<file path="src/rtl/hazard_fwd_ctrl.sv">
// rtl/hazard_fwd_ctrl.sv - EX operand forwarding select, load-use bubble and DIV occupancy control
// Optional feature macro: HAZARD_PERF_EN (adds lu_stall_cnt / div_stall_cnt stall counters)
module hazard_fwd_ctrl #(
  parameter int REG_AW     = 5,
  parameter int DIV_CYCLES = 8,
  parameter int CNT_W      = 32
) (
  input  logic              clk,
  input  logic              rst,
  input  logic [REG_AW-1:0] id_rs,
  input  logic [REG_AW-1:0] id_rt,
  input  logic              id_use_rs,
  input  logic              id_use_rt,
  input  logic              id_is_div,
  input  logic [REG_AW-1:0] ex_wreg,
  input  logic              ex_wen,
  input  logic              ex_is_load,
  input  logic [REG_AW-1:0] mem_wreg,
  input  logic              mem_wen,
  input  logic              mem_stall,
  output logic [1:0]        fwd_a_sel,
  output logic [1:0]        fwd_b_sel,
  output logic              stall_if,
  output logic              stall_id,
  output logic              stall_ex,
  output logic              flush_ex,
  output logic              flush_mem,
  output logic              div_busy
`ifdef HAZARD_PERF_EN
  ,
  output logic [CNT_W-1:0]  lu_stall_cnt,
  output logic [CNT_W-1:0]  div_stall_cnt
`endif
);

  localparam int CW = $clog2(DIV_CYCLES + 1);
  localparam logic IDLE     = 1'b0;
  localparam logic DIV_BUSY = 1'b1;

  logic          state;
  logic [CW-1:0] cnt;
  logic          a_ex, a_mem, b_ex, b_mem;
  logic          in_idle, lu;
  logic [1:0]    nxt_a, nxt_b;

  always_comb begin
    a_ex  = id_use_rs && (id_rs != '0) && ex_wen  && (ex_wreg  == id_rs);
    a_mem = id_use_rs && (id_rs != '0) && mem_wen && (mem_wreg == id_rs);
    b_ex  = id_use_rt && (id_rt != '0) && ex_wen  && (ex_wreg  == id_rt);
    b_mem = id_use_rt && (id_rt != '0) && mem_wen && (mem_wreg == id_rt);
    nxt_a = a_ex ? 2'b01 : (a_mem ? 2'b10 : 2'b00);
    nxt_b = b_ex ? 2'b01 : (b_mem ? 2'b10 : 2'b00);
  end

  assign in_idle = (state == IDLE);
  assign lu      = in_idle && !mem_stall && ex_is_load && (a_ex || b_ex);

  // Reset gates every control so a DIV interrupted by rst leaks no stall.
  always_comb begin
    stall_if  = 1'b0;
    stall_id  = 1'b0;
    stall_ex  = 1'b0;
    flush_ex  = 1'b0;
    flush_mem = 1'b0;
    div_busy  = 1'b0;
    if (!rst) begin
      div_busy = !in_idle;
      if (mem_stall) begin
        stall_if = 1'b1;
        stall_id = 1'b1;
        stall_ex = 1'b1;
      end else if (!in_idle) begin
        stall_if  = 1'b1;
        stall_id  = 1'b1;
        stall_ex  = 1'b1;
        flush_mem = 1'b1;
      end else if (lu) begin
        stall_if = 1'b1;
        stall_id = 1'b1;
        flush_ex = 1'b1;
      end
    end
  end

  always_ff @(posedge clk) begin
    if (rst) begin
      state     <= IDLE;
      cnt       <= '0;
      fwd_a_sel <= 2'b00;
      fwd_b_sel <= 2'b00;
    end else begin
      if (!stall_ex) begin
        fwd_a_sel <= flush_ex ? 2'b00 : nxt_a;
        fwd_b_sel <= flush_ex ? 2'b00 : nxt_b;
      end
      if (!mem_stall) begin
        if (state == IDLE) begin
          if (id_is_div && !lu) begin
            state <= DIV_BUSY;
            cnt   <= CW'(DIV_CYCLES - 1);
          end
        end else if (cnt == CW'(1)) begin
          state <= IDLE;
          cnt   <= '0;
        end else begin
          cnt <= cnt - CW'(1);
        end
      end
    end
  end

`ifdef HAZARD_PERF_EN
  always_ff @(posedge clk) begin
    if (rst) begin
      lu_stall_cnt  <= '0;
      div_stall_cnt <= '0;
    end else if (!mem_stall) begin
      if (lu && (lu_stall_cnt != '1))
        lu_stall_cnt <= lu_stall_cnt + CNT_W'(1);
      if (!in_idle && (div_stall_cnt != '1))
        div_stall_cnt <= div_stall_cnt + CNT_W'(1);
    end
  end
`endif

endmodule

</file>
<file path="config.mk">
export PLATFORM = sky130hd
export DESIGN_NAME = hazard_fwd_ctrl
export DESIGN_NICKNAME = d
export VERILOG_FILES = /design/src/rtl/hazard_fwd_ctrl.sv
export SDC_FILE = /design/constraint.sdc
export NUM_CORES = 1
export LEC_CHECK = 0
export BUFFER_PORTS_ARGS = -buffer_cell sky130_fd_sc_hd__buf_4
export CAP_MARGIN = 20
export CORE_MARGIN = 1
export CORE_UTILIZATION = 28
export CTS_CLUSTER_SIZE = 8
export DETAILED_ROUTE_END_ITERATION = 8
export GPL_TIMING_DRIVEN = 0
export SETUP_SLACK_MARGIN = 0.02
export SLEW_MARGIN = 15
export SYNTH_ARGS = -nofsm -noshare
export SYNTH_HDL_FRONTEND = slang
export SYNTH_SLANG_ARGS = --single-unit
</file>
<file path="constraint.sdc">
create_clock -name clk -period 3.3 [get_ports clk]
set_input_delay 0.33 -clock clk [delete_from_list [all_inputs] [get_ports clk]]
set_output_delay 0.33 -clock clk [all_outputs]
set_load 0.01 [all_outputs]
</file>
==> reports/qor.csv <==
metric;value;unit
placeableCoreArea;0.00276;mm2
crit_arrival;2.00;ns
final_nets;173;
most_common_cell_after_layout_fill_and_taps_aside;sky130_fd_sc_hd__buf_4;
synth.top_cell.area_share;22.1;%
setup.worst_path.start_class;input pin;
synth_warnings;0;
post_route_cells_drive_above_1_share;37.6;%
max_slew.worst_pin.slew;0.429;ns
grt_first_pass_wirelength;3.55;mm
crit_type;input pin to output port;
syn-instance-count;100;
cpMostUsedCell;sky130_fd_sc_hd__buf_4;
ys_top_cells_by_area;sky130_fd_sc_hd__dfxtp_1, sky130_fd_sc_hd__xnor2_1, sky130_fd_sc_hd__xor2_1;
vias;859;
finClkSkew;0.00119;ns
tritoncts;built;
cpMaxStageDelayCell;sky130_fd_sc_hd__or4_4;
power_report.internal_total;229;uW
synth_nets;131;
tritoncts.num_buffers;3;
die_footprint;0.00314;mm2
drt_pre_antenna_iters;4;
combinationalPowerShare;37.7;%
placement_rows;19;
net-switching-power;105;uW
slew_viol_final;0;
total_routing_usage_reported_by_global_routing;14.2;%
hold_end;cnt[1];
worst-r2r-setup-slack;1.46;ns
wl_per_cell;11.9;um
synth_sequential_area_ratio;22.1;%
yosys_register_bits;9;
post-layout-total-power;334;uW
min_period_over_period;70.7;%
num-fill-cells;299;
layout_common_cells;sky130_fd_sc_hd__buf_4, sky130_fd_sc_hd__xnor2_1, sky130_fd_sc_hd__nor2_1;
initial_cell_density_of_the_core;29.6;%
finalHoldViolCount;0;
fmax;429;MHz
pwr_density_cell;288;mW/mm2
number_of_primary_i_o_pins;39;
clkTransAtPathRegs;0.06;ns
buf_inv_stages_crit_path;3;
critPathTopFamily;compound AO/OA/AOI/OAI gates;
globalplace.congestion;0.748;
end_kind;output port;
clock_path_buffers;2;
sequentialPowerShare;36.8;%
antennaDiodeCount;0;
clkLatencyLatePin;0.26;ns
slew_headroom;71.4;%
cts-hold-fix-buffers;0;
finalWirelength;2.04;mm
r2r_cells;7;
synth.cell_area;817;um2
power.clock.fraction;25.5;%
layout-area-overhead-vs-synth;42.0;%
timing.hold.worst_path_depth;2;
post-route-drc-count;0;
maxCapViolCount;0;
holdCritStartpoint;id_is_div;
final.min_clock_period;2.33;ns
hpwlAfterDp;1.79;mm
grt_max_degree;11;
post_cts_setup_inserts;0;
htreeDepth;1;
outcome;finished clean;
synth_cell_type_count;33;
ir_drop;0.136;mV
synth.largest_area_cell;sky130_fd_sc_hd__dfxtp_1;
detail_route.vias_per_cell;4.99;
number_of_antenna_violations_at_the_first_check_in_global_routing;0;
ant_nets;0;
cp_cell_sequence;buf_4, or4_4, o21ai_2, nor3_2, o21ai_2, a21oi_1, buf_4, buf_4;
first_global_vias;861;
cp.required;2.97;ns
final-setup-viol-count;0;
leakagePower;0.486;nW
rr_endpoint;fwd_a_sel[1];
unrepaired_setup_endpoints_after_global_routing;no;
syn_area_per_cell;8.17;um2
cts-resized-gates;0;
fin_setup_tns;0;ns
detail_route.iter0.violations;6;
min_path_type;input pin to flip-flop;
ctsRootBufferMaster;sky130_fd_sc_hd__clkbuf_4;
die_w;56.0;um
critical-path-max-stage-delay;0.53;ns
cts_sinks;9;
place.port_buffers;37;
sw_share;31.4;%
dieHeight;56.0;um
path_max_fanout;7;
globalRouteOverflowTotal;0;
crit-reg2reg-launch;state;
kinds of logic after synthesis:
| kind of cell | Yosys count | share of synthesized area, % |
|---|---|---|
| adder cells (fa/ha/maj) | 2 | 3.06 |
| AO/OA/AOI/OAI | 24 | 23.0 |
| buffers and inverters | 9 | 4.90 |
| XOR/XNOR | 21 | 22.5 |
| AND/OR/NAND/NOR | 35 | 24.5 |
| flip-flops | 9 | 22.1 |
worst register-to-register path, delay by kind of cell, from the launching register on:
kind,cells,cell delay (ns)
simple gates,3,0.60
buf+inv,2,0.32
flops,1,0.29
compound gates,2,0.58
power groups by stage:
stage          registers [mW]  clock network, mW  logic, mW
3_3_place_gp            0.125                  0      0.125
6_report                0.123             0.0852      0.126
4_1_cts                 0.123             0.0898      0.127
5_1_grt                 0.124             0.0953      0.139
3_5_place_dp            0.125                  0      0.127
2_1_floorplan           0.124                  0     0.0723
worst max-delay path by stage:
stage | startpoint | end | slack (ns) | depth (start not counted)
6_report | id_rs[1] | stall_if | 0.97 | 8
3_5_place_dp | id_rs[1] | stall_if | 0.97 | 8
3_3_place_gp | id_rs[1] | stall_if | 0.96 | 8
4_1_cts | id_rs[1] | stall_if | 0.96 | 8
2_1_floorplan | id_rs[1] | stall_if | 1.33 | 6
5_1_grt | id_rs[1] | stall_if | 0.87 | 8
stage by stage:
step	setup WS (ns)	util (%)	hold slack, ns	instances	cell area, um2
final	0.967	42.1	0.344	172	1160
after CTS	0.963	42.1	0.336	172	1160
after detailed placement	0.965	41.1	0.446	168	1130
after global placement	0.962	41.1	0.439	168	1130
after global routing	0.874	42.1	0.344	172	1160
after floorplan	1.33	-	0.475	100	817
state kept, by name, summed over array words and instances (netlist names):
register and cells:
fwd_a_sel 2, cnt 4, state 1, fwd_b_sel 2
routing by layer:
metal  GRT usage, %  wire length [um]  vias to the layer above
met5              0                 0                        -
met1           16.1               836                      377
met2           25.3              1050                       35
met3           2.79               116                        4
li1               -                 -                      443
met4           6.62                31                        0
synth_stat cells (all sizes together):
cell type / count
ha: 2
a31oi: 1
a2111oi: 2
xnor2: 15
o31a: 2
nor2: 10
a211oi: 2
or2: 1
nand2: 5
a21oi: 3
a311oi: 1
nand4: 4
nor2b: 3
a41o: 2
buf: 3
nor3b: 1
nand3: 1
nand3b: 1
o21ai: 5
or4: 2
inv: 3
a21o: 2
nor3: 6
nor4: 1
a22oi: 1
o41ai: 1
clkbuf: 3
a31o: 2
dfxtp: 9
xor2: 6
area by class of cell:
class	count	area, um2	area share (%)
Sequential cell	9	180	15.5
Tap cell	31	38.8	3.34
Multi-Input combinational cell	82	597	51.5
Clock buffer	4	26.3	2.27
Inverter	3	11.3	0.971
Timing Repair Buffer	37	278	23.9
Buffer	6	28.8	2.48
(Power assumes the default switching activity.)
